[src/rtl/uart_mmio_ctrl_if.sv]
// ---------------------------------------------------------------------------
// uart_mmio_ctrl_if
// CPU data-memory port bundle seen by the UART MMIO controller.
// Revision: 1.0
// ---------------------------------------------------------------------------
`default_nettype none

interface uart_mmio_ctrl_if;
  logic        MemWrite;
  logic        MemRead;
  logic [31:0] Addr;
  logic [31:0] WriteData;
  logic [2:0]  funct3;
  logic [31:0] ReadData;

  modport master (
    output MemWrite, MemRead, Addr, WriteData, funct3,
    input  ReadData
  );

  modport slave (
    input  MemWrite, MemRead, Addr, WriteData, funct3,
    output ReadData
  );
endinterface

`default_nettype wire

[src/rtl/uart_mmio_ctrl.sv]
// ---------------------------------------------------------------------------
// uart_mmio_ctrl
// MMIO UART transmitter: TXDATA/STATUS/DIV/CTRL registers, TX FIFO and an
// 8N1 serialiser with a programmable bit period.
// Revision: 1.0
// ---------------------------------------------------------------------------
`default_nettype none

module uart_mmio_ctrl #(
  parameter logic [31:0] BASE_ADDR  = 32'h1000_0000,
  parameter int          FIFO_DEPTH = 16,
  parameter logic [15:0] DIV_RESET  = 16'd868
) (
  input  logic             clk,
  input  logic             reset,
  uart_mmio_ctrl_if.slave  bus,
  output logic             tx,
  output logic             irq
);
  localparam int AW = $clog2(FIFO_DEPTH);
  localparam int CW = AW + 1;

  typedef enum logic [1:0] {IDLE, START, DATA, STOP} state_t;

  state_t        state;
  logic [7:0]    fifo_mem [FIFO_DEPTH];
  logic [AW-1:0] wr_ptr;
  logic [AW-1:0] rd_ptr;
  logic [CW-1:0] count;
  logic          overflow;
  logic          enable;
  logic          irq_en;
  logic [15:0]   div;
  logic [15:0]   period;
  logic [15:0]   cyc_cnt;
  logic [2:0]    bit_cnt;
  logic [7:0]    shift;

  logic          sel;
  logic [1:0]    reg_sel;
  logic          full;
  logic          empty;
  logic          busy;
  logic          bit_done;
  logic          pop;
  logic          push_req;
  logic          push;
  logic          wr_status;
  logic [31:0]   status_val;
  logic [31:0]   rd_val;
  logic          unused_bits;

  assign sel       = (bus.Addr[31:10] == BASE_ADDR[31:10]);
  assign reg_sel   = bus.Addr[3:2];
  assign full      = (count == CW'(FIFO_DEPTH));
  assign empty     = (count == '0);
  assign busy      = (state != IDLE);
  assign bit_done  = (cyc_cnt == period - 16'd1);
  // A frame may start from IDLE or straight out of the last stop-bit cycle;
  // using the pre-edge count means a push into an empty FIFO is never popped
  // in the same cycle.
  assign pop       = enable & ~empty & ((state == IDLE) | ((state == STOP) & bit_done));
  assign push_req  = bus.MemWrite & sel & (reg_sel == 2'd0);
  // When full, a concurrent pop frees the slot so the byte is still accepted.
  assign push      = push_req & (~full | pop);
  assign wr_status = bus.MemWrite & sel & (reg_sel == 2'd1);

  // Access size, upper data bits and aliasing address bits carry no meaning.
  assign unused_bits = ^{bus.funct3, bus.WriteData[31:16], bus.Addr[9:4], bus.Addr[1:0]};

  // Assemble the status word and the load-data mux.
  always_comb begin
    status_val          = '0;
    status_val[0]       = full;
    status_val[1]       = empty;
    status_val[2]       = busy;
    status_val[3]       = overflow;
    status_val[8 +: CW] = count;
    rd_val              = '0;
    if (sel) begin
      case (reg_sel)
        2'd1:    rd_val = status_val;
        2'd2:    rd_val = {16'd0, div};
        2'd3:    rd_val = {30'd0, irq_en, enable};
        default: rd_val = '0;
      endcase
    end
  end

  // FIFO storage; contents are discarded by resetting the pointers only.
  always_ff @(posedge clk) begin
    if (push) fifo_mem[wr_ptr] <= bus.WriteData[7:0];
  end

  // Register file, FIFO pointers/count, load data and interrupt.
  always_ff @(posedge clk or negedge reset) begin
    if (!reset) begin
      wr_ptr       <= '0;
      rd_ptr       <= '0;
      count        <= '0;
      overflow     <= 1'b0;
      enable       <= 1'b0;
      irq_en       <= 1'b0;
      div          <= DIV_RESET;
      bus.ReadData <= '0;
      irq          <= 1'b0;
    end else begin
      if (push) wr_ptr <= wr_ptr + AW'(1);
      if (pop)  rd_ptr <= rd_ptr + AW'(1);
      case ({push, pop})
        2'b10:   count <= count + CW'(1);
        2'b01:   count <= count - CW'(1);
        default: count <= count;
      endcase
      if (push_req & full & ~pop)
        overflow <= 1'b1;
      else if (wr_status & bus.WriteData[3])
        overflow <= 1'b0;
      if (bus.MemWrite & sel & (reg_sel == 2'd2))
        div <= (bus.WriteData[15:0] == 16'd0) ? 16'd1 : bus.WriteData[15:0];
      if (bus.MemWrite & sel & (reg_sel == 2'd3)) begin
        enable <= bus.WriteData[0];
        irq_en <= bus.WriteData[1];
      end
      if (bus.MemRead) bus.ReadData <= rd_val;
      irq <= irq_en & empty & ~busy;
    end
  end

  // Frame sequencer: start bit, eight data bits LSB first, stop bit.
  always_ff @(posedge clk or negedge reset) begin
    if (!reset) begin
      state   <= IDLE;
      tx      <= 1'b1;
      cyc_cnt <= '0;
      bit_cnt <= '0;
      shift   <= '0;
      period  <= DIV_RESET;
    end else begin
      case (state)
        IDLE: begin
          if (pop) begin
            shift   <= fifo_mem[rd_ptr];
            period  <= div;
            cyc_cnt <= '0;
            tx      <= 1'b0;
            state   <= START;
          end
        end
        START: begin
          if (bit_done) begin
            cyc_cnt <= '0;
            bit_cnt <= '0;
            tx      <= shift[0];
            state   <= DATA;
          end else begin
            cyc_cnt <= cyc_cnt + 16'd1;
          end
        end
        DATA: begin
          if (bit_done) begin
            cyc_cnt <= '0;
            if (bit_cnt == 3'd7) begin
              tx    <= 1'b1;
              state <= STOP;
            end else begin
              bit_cnt <= bit_cnt + 3'd1;
              shift   <= shift >> 1;
              tx      <= shift[1];
            end
          end else begin
            cyc_cnt <= cyc_cnt + 16'd1;
          end
        end
        STOP: begin
          if (bit_done) begin
            cyc_cnt <= '0;
            if (pop) begin
              shift  <= fifo_mem[rd_ptr];
              period <= div;
              tx     <= 1'b0;
              state  <= START;
            end else begin
              state <= IDLE;
            end
          end else begin
            cyc_cnt <= cyc_cnt + 16'd1;
          end
        end
        default: state <= IDLE;
      endcase
    end
  end
endmodule

`default_nettype wire

[src/flat_wrapper.sv]
// flat-port wrapper written by rule: the top's interface ports become plain ports
module uart_mmio_ctrl_flat 
#(
  parameter logic [31:0] BASE_ADDR  = 32'h1000_0000,
  parameter int          FIFO_DEPTH = 16,
  parameter logic [15:0] DIV_RESET  = 16'd868
)
  (clk, reset, tx, irq, bus_MemWrite, bus_MemRead, bus_Addr, bus_WriteData, bus_funct3, bus_ReadData);
  uart_mmio_ctrl_if bus_i ();
  input  logic clk;
  input  logic reset;
  output logic tx;
  output logic irq;
  input wire logic [$bits(bus_i.MemWrite)-1:0] bus_MemWrite;
  input wire logic [$bits(bus_i.MemRead)-1:0] bus_MemRead;
  input wire logic [$bits(bus_i.Addr)-1:0] bus_Addr;
  input wire logic [$bits(bus_i.WriteData)-1:0] bus_WriteData;
  input wire logic [$bits(bus_i.funct3)-1:0] bus_funct3;
  output wire logic [$bits(bus_i.ReadData)-1:0] bus_ReadData;
  assign bus_i.MemWrite = bus_MemWrite;
  assign bus_i.MemRead = bus_MemRead;
  assign bus_i.Addr = bus_Addr;
  assign bus_i.WriteData = bus_WriteData;
  assign bus_i.funct3 = bus_funct3;
  assign bus_ReadData = bus_i.ReadData;
  uart_mmio_ctrl #(.BASE_ADDR(BASE_ADDR), .FIFO_DEPTH(FIFO_DEPTH), .DIV_RESET(DIV_RESET)) u_core (.clk(clk), .reset(reset), .bus(bus_i), .tx(tx), .irq(irq));
endmodule
[config.mk]
export PLATFORM = sky130hd
export DESIGN_NAME = uart_mmio_ctrl_flat
export DESIGN_NICKNAME = d
export VERILOG_FILES = /design/src/rtl/uart_mmio_ctrl_if.sv /design/src/rtl/uart_mmio_ctrl.sv /design/src/flat_wrapper.sv
export SDC_FILE = /design/constraint.sdc
export NUM_CORES = 1
export LEC_CHECK = 0
export CAP_MARGIN = 20
export CORE_MARGIN = 2
export CORE_UTILIZATION = 50
export DETAILED_ROUTE_END_ITERATION = 8
export PLACE_DENSITY_LB_ADDON = 0.3
export SLEW_MARGIN = 40
export SYNTH_ARGS = -nofsm -noshare
export SYNTH_HDL_FRONTEND = slang
export SYNTH_SLANG_ARGS = --single-unit
[constraint.sdc]
create_clock -name clk -period 6.8 [get_ports clk]
set_input_delay 1.02 -clock clk [delete_from_list [all_inputs] [get_ports clk]]
set_output_delay 1.02 -clock clk [all_outputs]
set_load 0.03 [all_outputs]
==> impl_results.html, run 1 <==
<table>
<tr><th>Metric</th><th>Value</th></tr>
<tr><th colspan="2">Clock network</th></tr>
<tr><td>Number of sinks on the clock net</td><td>223</td></tr>
<tr><td>Root buffer cell</td><td>clkbuf_16</td></tr>
<tr><td>Post-CTS setup buffer count</td><td>0</td></tr>
<tr><td>Clock-pin transition on the worst setup and hold timing paths</td><td>60 ps</td></tr>
<tr><td>Number of instances resized during post-cts repair</td><td>0</td></tr>
<tr><td>Hold buffers post-CTS</td><td>0</td></tr>
<tr><td>Total CTS buffers</td><td>24</td></tr>
<tr><td>H-tree levels</td><td>1</td></tr>
<tr><td>Latest clock arrival within the worst-skew pair</td><td>530 ps</td></tr>
<tr><td>Number of buffers between clock root and the deepest sink</td><td>3</td></tr>
<tr><td>TritonCTS clock tree</td><td>done</td></tr>
<tr><th colspan="2">Finish</th></tr>
<tr><td>Proportion of layout cells with a drive suffix above 1</td><td>20.1%</td></tr>
<tr><td>Layout Area Growth over Synthesis</td><td>16.0%</td></tr>
<tr><td>Number of fill cells</td><td>1533</td></tr>
<tr><td>Most used cells in the layout excluding fill and tap cells</td><td>128 x edfxtp_1, 82 x dfrtp_1, 60 x clkdlybuf4s50_1, 49 x nand2_1, 49 x o21ai_0</td></tr>
<tr><td>Final design area excluding fillers</td><td>11900 um^2</td></tr>
<tr><td>Most frequent standard cell in the layout excluding fill and tap cells</td><td>edfxtp_1</td></tr>
<tr><td>Final core occ</td><td>59.0%</td></tr>
<tr><td>Final layout net count</td><td>883</td></tr>
<tr><td>Count of antenna diodes in the layout</td><td>0</td></tr>
<tr><th colspan="2">Timing</th></tr>
<tr><td>Setup skew after layout</td><td>17.5 ps</td></tr>
<tr><td>Fin crit share</td><td>68.5%</td></tr>
<tr><td>Maximum frequency from static timing analysis</td><td>215 MHz</td></tr>
<tr><td>Setup repair after global routing missed its margin</td><td>no</td></tr>
<tr><td>Sum of negative setup slack</td><td>0 ps</td></tr>
<tr><td>Setup slack of the critical path after layout</td><td>2140 ps</td></tr>
<tr><td>Setup-failing EPs final</td><td>0</td></tr>
<tr><td>Hold violation count in the final report</td><td>0</td></tr>
<tr><td>Transition time at the pin with the least slew margin</td><td>841 ps</td></tr>
<tr><td>Number of max-slew violations in the final report</td><td>0</td></tr>
<tr><td>Tmin final</td><td>4660 ps</td></tr>
<tr><td>Max-slew headroom at the worst pin</td><td>43.9%</td></tr>
<tr><th colspan="2">GRT</th></tr>
<tr><td>Maximum number of pins on one net before global-route repair</td><td>79</td></tr>
<tr><td>Initial antenna violation count</td><td>0</td></tr>
<tr><td>Overflow left after global routing</td><td>0</td></tr>
<tr><td>Wire length of the first global-routing pass</td><td>34800 um</td></tr>
<tr><td>Number of global-route vias before repair</td><td>6405</td></tr>
<tr><td>Overall Global Routing Usage</td><td>20.4%</td></tr>
<tr><th colspan="2">Die</th></tr>
<tr><td>I/O Pins</td><td>105</td></tr>
<tr><td>Effective utilization at floorplan</td><td>50.9%</td></tr>
<tr><td>Die height</td><td>148 um</td></tr>
<tr><td>Horizontal die dimension</td><td>148 um</td></tr>
<tr><td>Core area</td><td>20200 um^2</td></tr>
<tr><td>Row count</td><td>52</td></tr>
<tr><td>Floorplan die area</td><td>21800 um^2</td></tr>
<tr><th colspan="2">Synthesis</th></tr>
<tr><td>Predominant post-synthesis flop cell</td><td>edfxtp_1</td></tr>
<tr><td>Syn_area_per_cell</td><td>13.9 um^2</td></tr>
<tr><td>Async set-or-reset flop fraction in the synthesized netlist</td><td>42.6%</td></tr>
<tr><td>Post-synth EDFFs</td><td>128</td></tr>
<tr><td>Share of the yosys chip area belonging to registers</td><td>60.5%</td></tr>
<tr><td>Warnings, synthesis</td><td>0</td></tr>
<tr><td>#FFs+latches synth</td><td>223</td></tr>
<tr><td>Multiplexer share of the synthesized area</td><td>14.1%</td></tr>
<tr><td>Post-synthesis cell area</td><td>10300 um^2</td></tr>
<tr><td>Simple-Gate Fraction of Synth Area</td><td>9.14%</td></tr>
<tr><td>Synth unique cells</td><td>70</td></tr>
<tr><td>Post-Synth XOR/XNOR Area</td><td>2.72%</td></tr>
<tr><td>Post-synthesis instance total</td><td>739</td></tr>
<tr><td>Main combinational cell family by area after synthesis</td><td>multiplexers</td></tr>
<tr><td>Arithmetic-cell share of the synthesized area counting full adders, half adders and majority gates</td><td>1.94%</td></tr>
<tr><td>Compound-Gate Fraction of Synth Area</td><td>7.79%</td></tr>
<tr><th colspan="2">Setup path</th></tr>
<tr><td>Cell with the biggest individual delay on the critical path</td><td>nor2_1</td></tr>
<tr><td>Cells along the critical path</td><td>inv_1, ha_1, nor3b_1, a21boi_0, or3_1, a21oi_2, nand4_4, a21oi_4, o211ai_1, nor2_1</td></tr>
<tr><td>Reg2Reg Capture Point</td><td>u_core.fifo_mem[7][4]</td></tr>
<tr><td>Largest incremental delay on the critical path</td><td>740 ps</td></tr>
<tr><td>Critical Path End Type</td><td>register</td></tr>
<tr><td>Register-to-Register Path Depth</td><td>10</td></tr>
<tr><td>Endpoint required time on the critical path</td><td>6950 ps</td></tr>
<tr><td>Data arrival time of the critical path</td><td>4810 ps</td></tr>
<tr><td>Startpoint types</td><td>register</td></tr>
<tr><td>Startpoint-to-endpoint class of the critical path</td><td>register to register</td></tr>
<tr><td>Critical register-to-register path startpoint</td><td>u_core.period[0]</td></tr>
<tr><td>R2R setup slack</td><td>2140 ps</td></tr>
<tr><td>CP Max Fanout</td><td>17</td></tr>
<tr><th colspan="2">Placed design</th></tr>
<tr><td>Post-Place Worst Slack</td><td>2180 ps</td></tr>
<tr><td>Routability cong.</td><td>0.855</td></tr>
<tr><td>Post-detailed-placement half-perimeter wirelength</td><td>14700 um</td></tr>
<tr><td>Input/output buffers</td><td>61</td></tr>
<tr><td>Post-detailed-placement cell area</td><td>11100 um^2</td></tr>
<tr><th colspan="2">Routing</th></tr>
<tr><td>Initial detailed-routing violation count</td><td>425</td></tr>
<tr><td>Total iterations of the first detailed-routing run</td><td>5</td></tr>
<tr><td>Post-Route WL</td><td>21700 um</td></tr>
<tr><td>Remaining antenna violation count</td><td>0</td></tr>
<tr><td>Post-detailed-route DRC marker count</td><td>0</td></tr>
<tr><td>Via count</td><td>6228</td></tr>
<tr><td>Vias/cell</td><td>5.75</td></tr>
<tr><td>Routed len/inst</td><td>20.0 um</td></tr>
<tr><th colspan="2">Outcome</th></tr>
<tr><td>Outcome</td><td>completed</td></tr>
<tr><th colspan="2">Pwr</th></tr>
<tr><td>Leakage power total</td><td>4.44 nW</td></tr>
<tr><td>Largest voltage drop on the vdd net</td><td>0.000254 V</td></tr>
<tr><td>PnR Total Power</td><td>2.82 mW</td></tr>
<tr><td>Pwr per Cell Area</td><td>236 nW/um^2</td></tr>
<tr><th colspan="2">Min path</th></tr>
<tr><td>Min-Delay Path Class</td><td>input pin to async pin</td></tr>
<tr><th colspan="2">Job</th></tr>
<tr><td>Count of maximum capacitance violations</td><td>0</td></tr>
</table>
## final cells by class
class / count / area, um^2 / share of cell area, %
multi-input cells: 449 / 3790 / 31.7
repair buffers: 67 / 657 / 5.50
well taps: 270 / 338 / 2.83
flip-flops and latches: 223 / 6240 / 52.2
clock buffers: 33 / 654 / 5.48
inverters: 31 / 116 / 0.974
clock inverters: 11 / 155 / 1.30
## flip-flops by register name (all words and copies together) (netlist names), 2 cells and up
name and count:
u_core.bit_cnt 3, u_core.bus.ReadData 16, u_core.count 5, u_core.cyc_cnt 16, u_core.div 16, u_core.fifo_mem 128, u_core.period 16, u_core.rd_ptr 4
u_core.shift 8, u_core.state 2, u_core.wr_ptr 4
## through the flow
step	hold WS [ps]	cells
floorplan	450	754
global placement	462	1040
detailed placement	476	1040
CTS	347	1084
global route	357	1084
finish	359	1084
## cells by family (layout without fill, tap and decap cells)
group / Yosys count / count (layout)
mux: 89 / 89
xor+xnor: 32 / 32
compound gates: 117 / 117
flops: 223 / 223
fa+ha+maj: 16 / 16
other cells: 1 / 16
buf+inv: 82 / 142
simple gates: 179 / 179
## synthesized netlist by cell type, types with 3 or more instances
library cell  instances  share of area, %
edfxtp_1            128                37
dfrtp_1              84                20
nand2_1              49               1.8
o21ai_0              49               2.4
mux4_2               40               8.7
mux2_2               39               4.3
nor2_1               33               1.2
inv_1                30               1.1
buf_4                19               1.4
xnor2_1              19               1.6
nand3_1              18              0.87
clkbuf_1             17              0.62
ha_1                 16               1.9
nor4_1               13              0.79
xor2_1               13               1.1
dfstp_2              11               2.8
and3_1               10              0.61
nor3_1               10              0.49
buf_1                 9              0.33
a22oi_1               8              0.58
nand2b_1              8              0.49
mux2_1                7              0.77
a21oi_1               6              0.29
a31oi_1               6              0.36
buf_2                 6              0.29
nand4_1               6              0.36
or3_1                 6              0.36
a211oi_1              5              0.36
o211ai_1              5              0.36
nor2b_1               4              0.24
nor3b_1               4              0.29
a22o_1                3              0.26
a31o_2                3              0.26
mux2i_1               3              0.29
o21ai_1               3              0.15
o22ai_1               3              0.18
## how the worst max path moves through the flow
| stage | start | to | slack, ps | cells past startpoint |
|---|---|---|---|---|
| 2_1_floorplan | u_core.period[0] | u_core.fifo_mem[3][0] | 3250 | 11 |
| 3_3_place_gp | u_core.period[3] | u_core.fifo_mem[3][6] | 2040 | 8 |
| 3_5_place_dp | u_core.period[0] | u_core.fifo_mem[15][4] | 2180 | 10 |
| 4_1_cts | u_core.period[0] | u_core.fifo_mem[15][3] | 2160 | 10 |
| 5_1_grt | u_core.period[0] | u_core.fifo_mem[7][4] | 1870 | 10 |
| 6_report | u_core.period[0] | u_core.fifo_mem[7][4] | 2140 | 10 |
## worst max-delay path: cells and delay by family (launching register included)
family	cells	cell delay, ps
simple gates	4	1930
fa+ha+maj	1	350
compound gates	4	1380
buf+inv	1	160
flops	1	450
## layer usage
| layer | vias up | GRT usage (%) | share of wire [%] |
|---|---|---|---|
| met1 | 3159 | 28.2 | 44 |
| met2 | 167 | 34.6 | 50 |
| met3 | 31 | 2.96 | 4.2 |
| li1 | 2871 | - | - |
| met5 | - | 0 | 0 |
| met4 | 0 | 4.81 | 2.0 |
## power by group
group / internal (mW) / switching [mW] / total, mW
Combinational: 0.0252 / 0.0443 / 0.0695
Clock: 0.792 / 0.523 / 1.31
Sequential: 1.43 / 0.000000338 / 1.43
(Power assumes the default switching activity.)
==> run 2, diff against run 1 <==
Clock period 6.8 ns to 4.49 ns, I/O delays scaled along.
==> run 2 against run 1 <==
Sequential power up 52%. Core utilization up 0.56 points. Setup slack worse by 1500 ps. Global-route usage up 0.79 points. Register-to-register slack worse by 1500 ps. Wire length up 5.4%. Hold slack worse by 160 ps. Flip-flop and latch count unchanged. Critical endpoint is now u_core.count[4].
==> impl_results.html, run 2 (synthesized netlist as in run 1, its figures left out) <==
<table>
<tr><th>Metric</th><th>Value</th></tr>
<tr><th colspan="2">Placed design</th></tr>
<tr><td>Placed Instances</td><td>1063 (+2.2%)</td></tr>
<tr><td>Routability cong.</td><td>0.844 (-1.4%)</td></tr>
<tr><td>Input/output buffers</td><td>61 (unchanged)</td></tr>
<tr><td>Post-detailed-placement half-perimeter wirelength</td><td>15300 um (+3.9%)</td></tr>
<tr><th colspan="2">Finish</th></tr>
<tr><td>Max FFs per register</td><td>128 (unchanged)</td></tr>
<tr><td>Most frequent standard cell in the layout excluding fill and tap cells</td><td>edfxtp_1</td></tr>
<tr><td>Layout Area Growth over Synthesis</td><td>17.1%</td></tr>
<tr><td>Number of fill cells</td><td>1477 (-3.7%)</td></tr>
<tr><td>Count of antenna diodes in the layout</td><td>0 (unchanged)</td></tr>
<tr><td>Non-Filler Instances</td><td>1105 (+1.9%)</td></tr>
<tr><td>Area of the multi-input gates</td><td>3730 um^2 (-1.4%)</td></tr>
<tr><td>Most used cells in the layout excluding fill and tap cells</td><td>128 x edfxtp_1, 82 x dfrtp_1, 58 x clkdlybuf4s50_1, 49 x nand2_1, 49 x o21ai_0</td></tr>
<tr><td>Final layout net count</td><td>906 (+2.6%)</td></tr>
<tr><td>Combined flip-flop and latch cell area</td><td>6240 um^2 (unchanged)</td></tr>
<tr><td>Largest register by flop count</td><td>u_core.fifo_mem</td></tr>
<tr><td>Final core occ</td><td>59.6% (+0.56 points)</td></tr>
<tr><td>Proportion of layout cells with a drive suffix above 1</td><td>21.4% (+1.3 points)</td></tr>
<tr><th colspan="2">GRT</th></tr>
<tr><td>Overflow left after global routing</td><td>0 (unchanged)</td></tr>
<tr><td>Number of global-route vias before repair</td><td>6599 (+3.0%)</td></tr>
<tr><td>Wire length of the first global-routing pass</td><td>36400 um (+4.5%)</td></tr>
<tr><td>Overall Global Routing Usage</td><td>21.2% (+0.79 points)</td></tr>
<tr><td>Initial antenna violation count</td><td>0 (unchanged)</td></tr>
<tr><td>Maximum number of pins on one net before global-route repair</td><td>84 (+6.3%)</td></tr>
<tr><th colspan="2">Timing</th></tr>
<tr><td>Hold violation count in the final report</td><td>0 (unchanged)</td></tr>
<tr><td>Number of max-slew violations in the final report</td><td>0 (unchanged)</td></tr>
<tr><td>Setup-failing EPs final</td><td>0 (unchanged)</td></tr>
<tr><td>Transition time at the pin with the least slew margin</td><td>825 ps (-15.5 ps)</td></tr>
<tr><td>Fin crit share</td><td>85.6% (+17 points)</td></tr>
<tr><td>Max-slew headroom at the worst pin</td><td>44.8% (+0.86 points)</td></tr>
<tr><td>Maximum frequency from static timing analysis</td><td>260 MHz (+21%)</td></tr>
<tr><td>Tmin final</td><td>3840 ps (-815 ps)</td></tr>
<tr><td>Setup repair after global routing missed its margin</td><td>no</td></tr>
<tr><td>Sum of negative setup slack</td><td>0 ps (unchanged)</td></tr>
<tr><td>Setup skew after layout</td><td>14.4 ps (-3.10 ps)</td></tr>
<tr><th colspan="2">Routing</th></tr>
<tr><td>Post-Route WL</td><td>22900 um (+5.4%)</td></tr>
<tr><td>Initial detailed-routing violation count</td><td>547 (+29%)</td></tr>
<tr><td>Total iterations of the first detailed-routing run</td><td>5 (unchanged)</td></tr>
<tr><td>Via count</td><td>6451 (+3.6%)</td></tr>
<tr><td>Vias/cell</td><td>5.84 (+1.6%)</td></tr>
<tr><td>Remaining antenna violation count</td><td>0 (unchanged)</td></tr>
<tr><td>Post-detailed-route DRC marker count</td><td>0 (unchanged)</td></tr>
<tr><td>Routed len/inst</td><td>20.7 um (+3.4%)</td></tr>
<tr><th colspan="2">Pwr</th></tr>
<tr><td>Leakage power total</td><td>4.54 nW (+2.3%)</td></tr>
<tr><td>Largest voltage drop on the vdd net</td><td>0.000609 V (+140%)</td></tr>
<tr><td>Pwr per Cell Area</td><td>356 nW/um^2 (+51%)</td></tr>
<tr><th colspan="2">Clock network</th></tr>
<tr><td>Hold buffers post-CTS</td><td>0 (unchanged)</td></tr>
<tr><td>Number of sinks on the clock net</td><td>223 (unchanged)</td></tr>
<tr><td>Root buffer cell</td><td>clkbuf_16</td></tr>
<tr><td>Clock-pin transition on the worst setup and hold timing paths</td><td>60 ps (about the same)</td></tr>
<tr><td>Post-CTS setup buffer count</td><td>0 (unchanged)</td></tr>
<tr><td>Latest clock arrival within the worst-skew pair</td><td>510 ps (-20 ps)</td></tr>
<tr><td>Number of buffers between clock root and the deepest sink</td><td>3 (unchanged)</td></tr>
<tr><td>H-tree levels</td><td>1 (unchanged)</td></tr>
<tr><td>TritonCTS clock tree</td><td>done</td></tr>
<tr><td>Total CTS buffers</td><td>24 (unchanged)</td></tr>
<tr><td>Number of instances resized during post-cts repair</td><td>0 (unchanged)</td></tr>
<tr><th colspan="2">Die</th></tr>
<tr><td>Row count</td><td>52 (unchanged)</td></tr>
<tr><td>Effective utilization at floorplan</td><td>50.9% (unchanged)</td></tr>
<tr><td>Horizontal die dimension</td><td>148 um (unchanged)</td></tr>
<tr><td>Floorplan die area</td><td>21800 um^2 (unchanged)</td></tr>
<tr><td>I/O Pins</td><td>105 (unchanged)</td></tr>
<tr><td>Core area</td><td>20200 um^2 (unchanged)</td></tr>
<tr><td>Die height</td><td>148 um (unchanged)</td></tr>
<tr><th colspan="2">Setup path</th></tr>
<tr><td>Endpoint required time on the critical path</td><td>4930 ps (-2020 ps)</td></tr>
<tr><td>R2R setup slack</td><td>650 ps (-1500 ps)</td></tr>
<tr><td>Register-to-Register Path Depth</td><td>15 (+5)</td></tr>
<tr><td>Startpoint-to-endpoint class of the critical path</td><td>register to register</td></tr>
<tr><td>Critical register-to-register path startpoint</td><td>u_core.period[0]</td></tr>
<tr><td>Data arrival time of the critical path</td><td>4280 ps (-530 ps)</td></tr>
<tr><td>CP Max Fanout</td><td>10 (-7)</td></tr>
<tr><td>Critical Path End Type</td><td>register</td></tr>
<tr><td>Startpoint types</td><td>register</td></tr>
<tr><td>Reg2Reg Capture Point</td><td>u_core.count[4]</td></tr>
<tr><th colspan="2">Job</th></tr>
<tr><td>Count of maximum capacitance violations</td><td>0 (unchanged)</td></tr>
<tr><th colspan="2">Min path</th></tr>
<tr><td>Min-Delay Path Class</td><td>input pin to async pin</td></tr>
<tr><th colspan="2">Outcome</th></tr>
<tr><td>Outcome</td><td>completed</td></tr>
</table>
-- run 2: cell count changes in the layout (fill, tap and decap cells not counted), moves of 2 or more --
| cell | change |
|---|---|
| nor2_1 | +6 |
| nor2_2 | -6 |
| clkbuf_1 | -5 |
| buf_4 | +23 |
| clkdlybuf4s50_1 | -2 |
| buf_2 | +2 |
| nor3_2 | -4 |
| nor3_1 | +4 |
| clkinv_1 | +3 |
-- run 2: worst max path at each step --
stage	start	to	slack, ps	cells past startpoint
6_report	u_core.period[0]	u_core.count[4]	650	15
5_1_grt	u_core.period[0]	u_core.count[4]	330	15
4_1_cts	u_core.period[0]	u_core.count[4]	720	15
3_3_place_gp	u_core.period[0]	u_core.fifo_mem[2][5]	850	12
2_1_floorplan	u_core.period[0]	u_core.fifo_mem[3][0]	940	11
3_5_place_dp	u_core.period[0]	u_core.count[4]	740	15
-- run 2: power by group --
group | switching (mW) | internal (mW) | leakage (nW)
registers | 0.000000508 | 2.17 | 2.42
logic | 0.0692 | 0.0375 | 1.72
clock network | 0.779 | 1.24 | 0.395
-- run 2: layer usage --
| metal | routed length (um) | track usage (%) |
|---|---|---|
| met5 | 0 | 0 |
| met4 | 437 | 5.72 |
| met3 | 1430 | 3.46 |
| met2 | 11400 | 35.5 |
| met1 | 9610 | 29.0 |
-- run 2: layout make-up --
| class | instances | area share, % |
|---|---|---|
| sequential | 223 | 51.7 |
| tap | 270 | 2.80 |
| clock buffer | 27 | 5.25 |
| inverter | 31 | 0.965 |
| timing repair buffer | 90 | 6.82 |
| clock inverter | 15 | 1.45 |
| multi-input combinational | 449 | 31.0 |
-- run 2: critical path, stage by stage (launching register included) --
cell	delay (ps)
dfrtp_1	450
inv_1	140
ha_1	330
nor3b_1	430
a21boi_0	210
or3_1	390
a21oi_2	220
nand4_4	150
a21oi_4	380
nand2_1	120
xnor2_1	150
ha_1	220
nor2_1	140
nand3_1	100
mux2i_1	190
xor2_1	150
-- run 2: per-stage QoR --
step           setup WS [ps]  power [mW]  instance area [um^2]  hold slack [ps]
6_report                 649        4.29                 12100              201
5_1_grt                  331        4.42                 12100              252
4_1_cts                  720        4.33                 12100              237
3_5_place_dp             741        2.32                 11300              475
3_3_place_gp             847        2.32                 11200              461
2_1_floorplan            935        2.25                 10400              378
==> edit 1, RTL diff (config.mk and constraints of run 1) <==
`FIFO_DEPTH` is set to 16 in 2 places; all go to 32.
--- a/src/rtl/uart_mmio_ctrl.sv
+++ b/src/rtl/uart_mmio_ctrl.sv
@@ -8,7 +8,7 @@
 
 module uart_mmio_ctrl #(
   parameter logic [31:0] BASE_ADDR  = 32'h1000_0000,
-  parameter int          FIFO_DEPTH = 16,
+  parameter int          FIFO_DEPTH = 32,
   parameter logic [15:0] DIV_RESET  = 16'd868
 ) (
   input  logic             clk,
--- a/src/flat_wrapper.sv
+++ b/src/flat_wrapper.sv
@@ -2,7 +2,7 @@
 module uart_mmio_ctrl_flat 
 #(
   parameter logic [31:0] BASE_ADDR  = 32'h1000_0000,
-  parameter int          FIFO_DEPTH = 16,
+  parameter int          FIFO_DEPTH = 32,
   parameter logic [15:0] DIV_RESET  = 16'd868
 )
   (clk, reset, tx, irq, bus_MemWrite, bus_MemRead, bus_Addr, bus_WriteData, bus_funct3, bus_ReadData);
Check against the original RTL: no difference found for any inputs over 4 cycles, from zero or initial values and one cycle with reset low; that may be too few to reach the edited logic, so the function may still have changed.
==> edit 1 against run 1 <==
Core utilization decreased by 0.99 points. Via count increased by 36%. Sequential cell count increased by 131. Worst setup slack improved by 79 ps. Area after synthesis increased by 49%. Critical path depth decreased by 2. Routed wire length increased by 46%. First-iteration DRC count increased by 60%. Cell area increased by 47%. Die area increased by 47%. Power increased by 61%. Critical endpoint is now u_core.fifo_mem[0][0]$_DFFE_PP_. Largest cell class unchanged. Largest power group unchanged.
==> edit 1: results (changes against run 1) <==
[cts]
ctsLongestPathBuffers=3  ; unchanged
cts_buffers=39  ; was 24
htreeDepth=2  ; was 1

[grt]
grt_max_degree=65  ; was 79
first_global_vias=8395  ; was 6405
grt_pass1_wl_um=48600  ; was 34820 um
grt_use_total_pct=20.28  ; was 20.38%

[power_and_ir_drop]
ir_worst_vdd_uv=213.3  ; was 254.2 uV
power.internal_w=0.003618  ; was 0.002250 W
power_leakage_nw=6.141  ; was 4.440 nW

[timing]
clock_skew_ps=20.16  ; was 17.48 ps
relSlewSlack_pct=44.38  ; was 43.94%

[critical_path]
slowest_stage=nor2_1  ; unchanged
rr_startpoint=u_core.period[3]$_DFFE_PN0P_  ; was u_core.period[0]$_DFFE_PN0P_
cp_max_fo=12  ; was 17
arrival_ps=4730  ; was 4810 ps
cpPeakStageDelay_ps=790  ; was 740 ps
r2r_cells=8  ; was 10

[synth]
synth_common_cells=edfxtp_1 (256), dfrtp_1 (87), mux4_2 (80)  ; was edfxtp_1 (128), dfrtp_1 (84), nand2_1 (49), o21ai_0 (49), mux4_2 (40)
synth_compound_area_share_pct=5.481  ; was 7.789%
muxShareOfSynthArea_pct=15.43  ; was 14.07%
synth_xor_area_share_pct=1.773  ; was 2.722%
synth_fa_ha_area_share_pct=1.307  ; was 1.944%
async_flop_share_pct=27.68  ; was 42.60%
synth_cell_types=64  ; was 70
yosys-top-cells-area=edfxtp_1 (50%), dfrtp_1 (14%), mux4_2 (12%)  ; was edfxtp_1 (37%), dfrtp_1 (20%), mux4_2 (8.7%)
yosysSeqAreaShare_pct=66.29  ; was 60.55%
synth-edff-count=256  ; was 128

[finish]
max_flop_register=u_core.fifo_mem  ; unchanged
finalNetCount=1122  ; was 883
largest_reg_flops=256  ; was 128
drive_gt1_share_pct=21.31  ; was 20.15%

[place]
dpl.hpwl_um=20640  ; was 14720 um
gp_congestion=0.8273  ; was 0.8553

[drt]
via_count=8460  ; was 6228
drt_iter0_markers=679  ; was 425
post_drt_wl_per_cell_um=21.68  ; was 20.01 um

[outcome]
status=complete, no violations  ; unchanged

[floorplan]
fp.dieW_um=179.0  ; was 147.5 um

-- edit 1: layout make-up --
| type | instances | area [um^2] |
|---|---|---|
| fill | 2298 | 12730 |
| sequential | 354 | 10160 |
| multi-input combinational | 535 | 4828 |
| clock buffer | 51 | 1071 |
| timing repair buffer | 74 | 704.4 |
| tap | 396 | 495.5 |
| clock inverter | 20 | 241.5 |
| inverter | 31 | 116.4 |
-- edit 1: cells by family after synthesis --
logic type / Yosys count
buffers and inverters: 89
DFF: 354
xor gates and xnor gates: 31
adders and majority gates: 16
AOI/OAI and AO/OA: 127
other: 1
and+or+nand+nor: 214
muxes: 131
-- edit 1: worst paths after layout --
path	endpoint	slack (ps)
worst max-delay path	u_core.fifo_mem[0][0]$_DFFE_PP_	2220
worst min-delay path	u_core.shift[3]$_DFFE_PN0P_	440
worst max register to register	u_core.fifo_mem[0][0]$_DFFE_PP_	2220
worst min register to register	u_core.shift[2]$_DFFE_PN0P_	490
max in group asynchronous	u_core.period[12]$_DFFE_PN0P_	5420
min in group clk	u_core.shift[2]$_DFFE_PN0P_	490
-- edit 1: stage by stage --
step	hold WS [ps]	util, %	std cells	setup slack (ps)	cell area [um^2]
3_5_place_dp	471.3	53.65	1390	2260	16280
6_report	443.2	58.05	1461	2223	17620
3_3_place_gp	466.6	53.67	1390	2267	16290
2_1_floorplan	450.1	-	978	2997	15370
4_1_cts	440.3	57.98	1461	2305	17600
5_1_grt	465.7	58.05	1461	2028	17620
-- edit 1: power groups by stage --
stage / clock, W / combinational [W] / sequential (W)
2_1_floorplan: 0 / 0.0000252 / 0.00236
3_3_place_gp: 0 / 0.0000848 / 0.00236
3_5_place_dp: 0 / 0.0000867 / 0.00236
4_1_cts: 0.00216 / 0.0000868 / 0.00232
5_1_grt: 0.00224 / 0.0000949 / 0.00232
6_report: 0.00213 / 0.0000856 / 0.00232
-- edit 1: per-layer routing --
metal | routed length [um] | track usage, % | vias up | share of wire (%)
met5 | 0 | 0 | - | 0
met4 | 782 | 6.301 | 0 | 2.5
met3 | 1630 | 3.414 | 57 | 5.1
met2 | 15170 | 31.91 | 204 | 48
met1 | 14090 | 29.20 | 4344 | 44
li1 | - | - | 3855 | -
-- edit 1: worst reg2reg max path, cell delays in order (launching register included) --
cell and delay [ps]:
dfrtp_1 460, or4_4 610, or3_1 390, nor4_1 360
o211ai_1 120, or4_4 660, o211ai_4 340, nand3_1 480
nor2_1 790
==> edit 2, RTL diff (settings of run 1) <==
Without the edit above. Encoding of `state_t`: now Gray code (2 bits for 4 states).
--- a/src/rtl/uart_mmio_ctrl.sv
+++ b/src/rtl/uart_mmio_ctrl.sv
@@ -20,7 +20,7 @@
   localparam int AW = $clog2(FIFO_DEPTH);
   localparam int CW = AW + 1;
 
-  typedef enum logic [1:0] {IDLE, START, DATA, STOP} state_t;
+  typedef enum logic [1:0] {IDLE = 2'b00, START = 2'b01, DATA = 2'b11, STOP = 2'b10} state_t;
 
   state_t        state;
   logic [7:0]    fifo_mem [FIFO_DEPTH];
Function: same outputs for any inputs over 4 cycles, from zero or initial values and one cycle with reset low; so few cycles prove little.
==> edit 2 against run 1 <==
Power is 4.0% lower. Die area is 1.9% lower. Routed wire length is 5.4% lower. Sequential cell count stayed put. Sequential share of layout area is 1.5 points higher. Synthesized cell count is 3.2% lower. Worst setup slack better by 66 ps. Cell area is 2.9% lower. Cell count is 2.4% lower. Area after synthesis is 2.0% lower. Largest cell class unchanged.
==> edit 2: results (changes against run 1) <==
[critical_path]
cp_max_fo=24  ; was 17
worstSetupEndpoint=u_core.count[2]$_DFFE_PN0P_  ; was u_core.fifo_mem[7][4]$_DFFE_PP_
r2r_cells=15  ; was 10
slowest_stage=nor4_4  ; was nor2_1
cpPeakStageDelay_ps=700  ; was 740 ps
arrival_ps=5020  ; was 4810 ps
r2r_slack_ps=2210  ; was 2140 ps

[synth]
yosys-top-cells-area=edfxtp_1 (38%), dfrtp_1 (21%), mux4_2 (8.9%)  ; was edfxtp_1 (37%), dfrtp_1 (20%), mux4_2 (8.7%)
synth_compound_area_share_pct=6.086  ; was 7.789%
synth_fa_ha_area_share_pct=1.239  ; was 1.944%
synth_cell_types=68  ; was 70
muxShareOfSynthArea_pct=13.57  ; was 14.07%
yosysSeqAreaShare_pct=61.76  ; was 60.55%
synth_xor_area_share_pct=2.690  ; was 2.722%

[timing]
relSlewSlack_pct=43.89  ; was 43.94%
timing.hold.ws_ps=447.6  ; was 358.8 ps

[place]
dpl.hpwl_um=13890  ; was 14720 um
dpl_cell_area_mm2=0.01087  ; was 0.01111 mm^2

[power_and_ir_drop]
power_leakage_nw=4.500  ; was 4.440 nW
ir_worst_vdd_uv=223.3  ; was 254.2 uV
power.internal_w=0.002167  ; was 0.002250 W

[drt]
drt_iter0_markers=536  ; was 425
via_per_inst=5.717  ; was 5.745
post_drt_wl_per_cell_um=19.40  ; was 20.01 um

[outcome]
status=complete, no violations  ; unchanged

[finish]
finalNetCount=857  ; was 883
drive_gt1_share_pct=18.28  ; was 20.15%

[grt]
grt_pass1_wl_um=33150  ; was 34820 um
grt_use_total_pct=19.58  ; was 20.38%

edit 2: layer usage:
metal / global-route usage [%] / vias to the layer above / part of all wire, %
met4: 3.786 / 0 / 1.2
met2: 31.77 / 179 / 47
li1: - / 2777 / -
met5: 0 / - / 0
met3: 3.125 / 27 / 5.0
met1: 28.58 / 3066 / 46
edit 2: area by class of cell:
class,instances,area (um^2)
Timing Repair Buffer,67,656.9
Sequential cell,223,6236
Clock inverter,11,77.57
Fill cell,1536,8050
Tap cell,265,331.6
Multi-Input combinational cell,436,3560
Inverter,24,90.09
Clock buffer,32,651.9
edit 2: power by group through the flow:
stage / combinational [W] / sequential, W / clock (W)
4_1_cts: 0.0000696 / 0.00143 / 0.00123
3_3_place_gp: 0.0000673 / 0.00146 / 0
2_1_floorplan: 0.0000248 / 0.00146 / 0
5_1_grt: 0.0000757 / 0.00143 / 0.00129
6_report: 0.0000687 / 0.00143 / 0.00120
3_5_place_dp: 0.0000694 / 0.00146 / 0
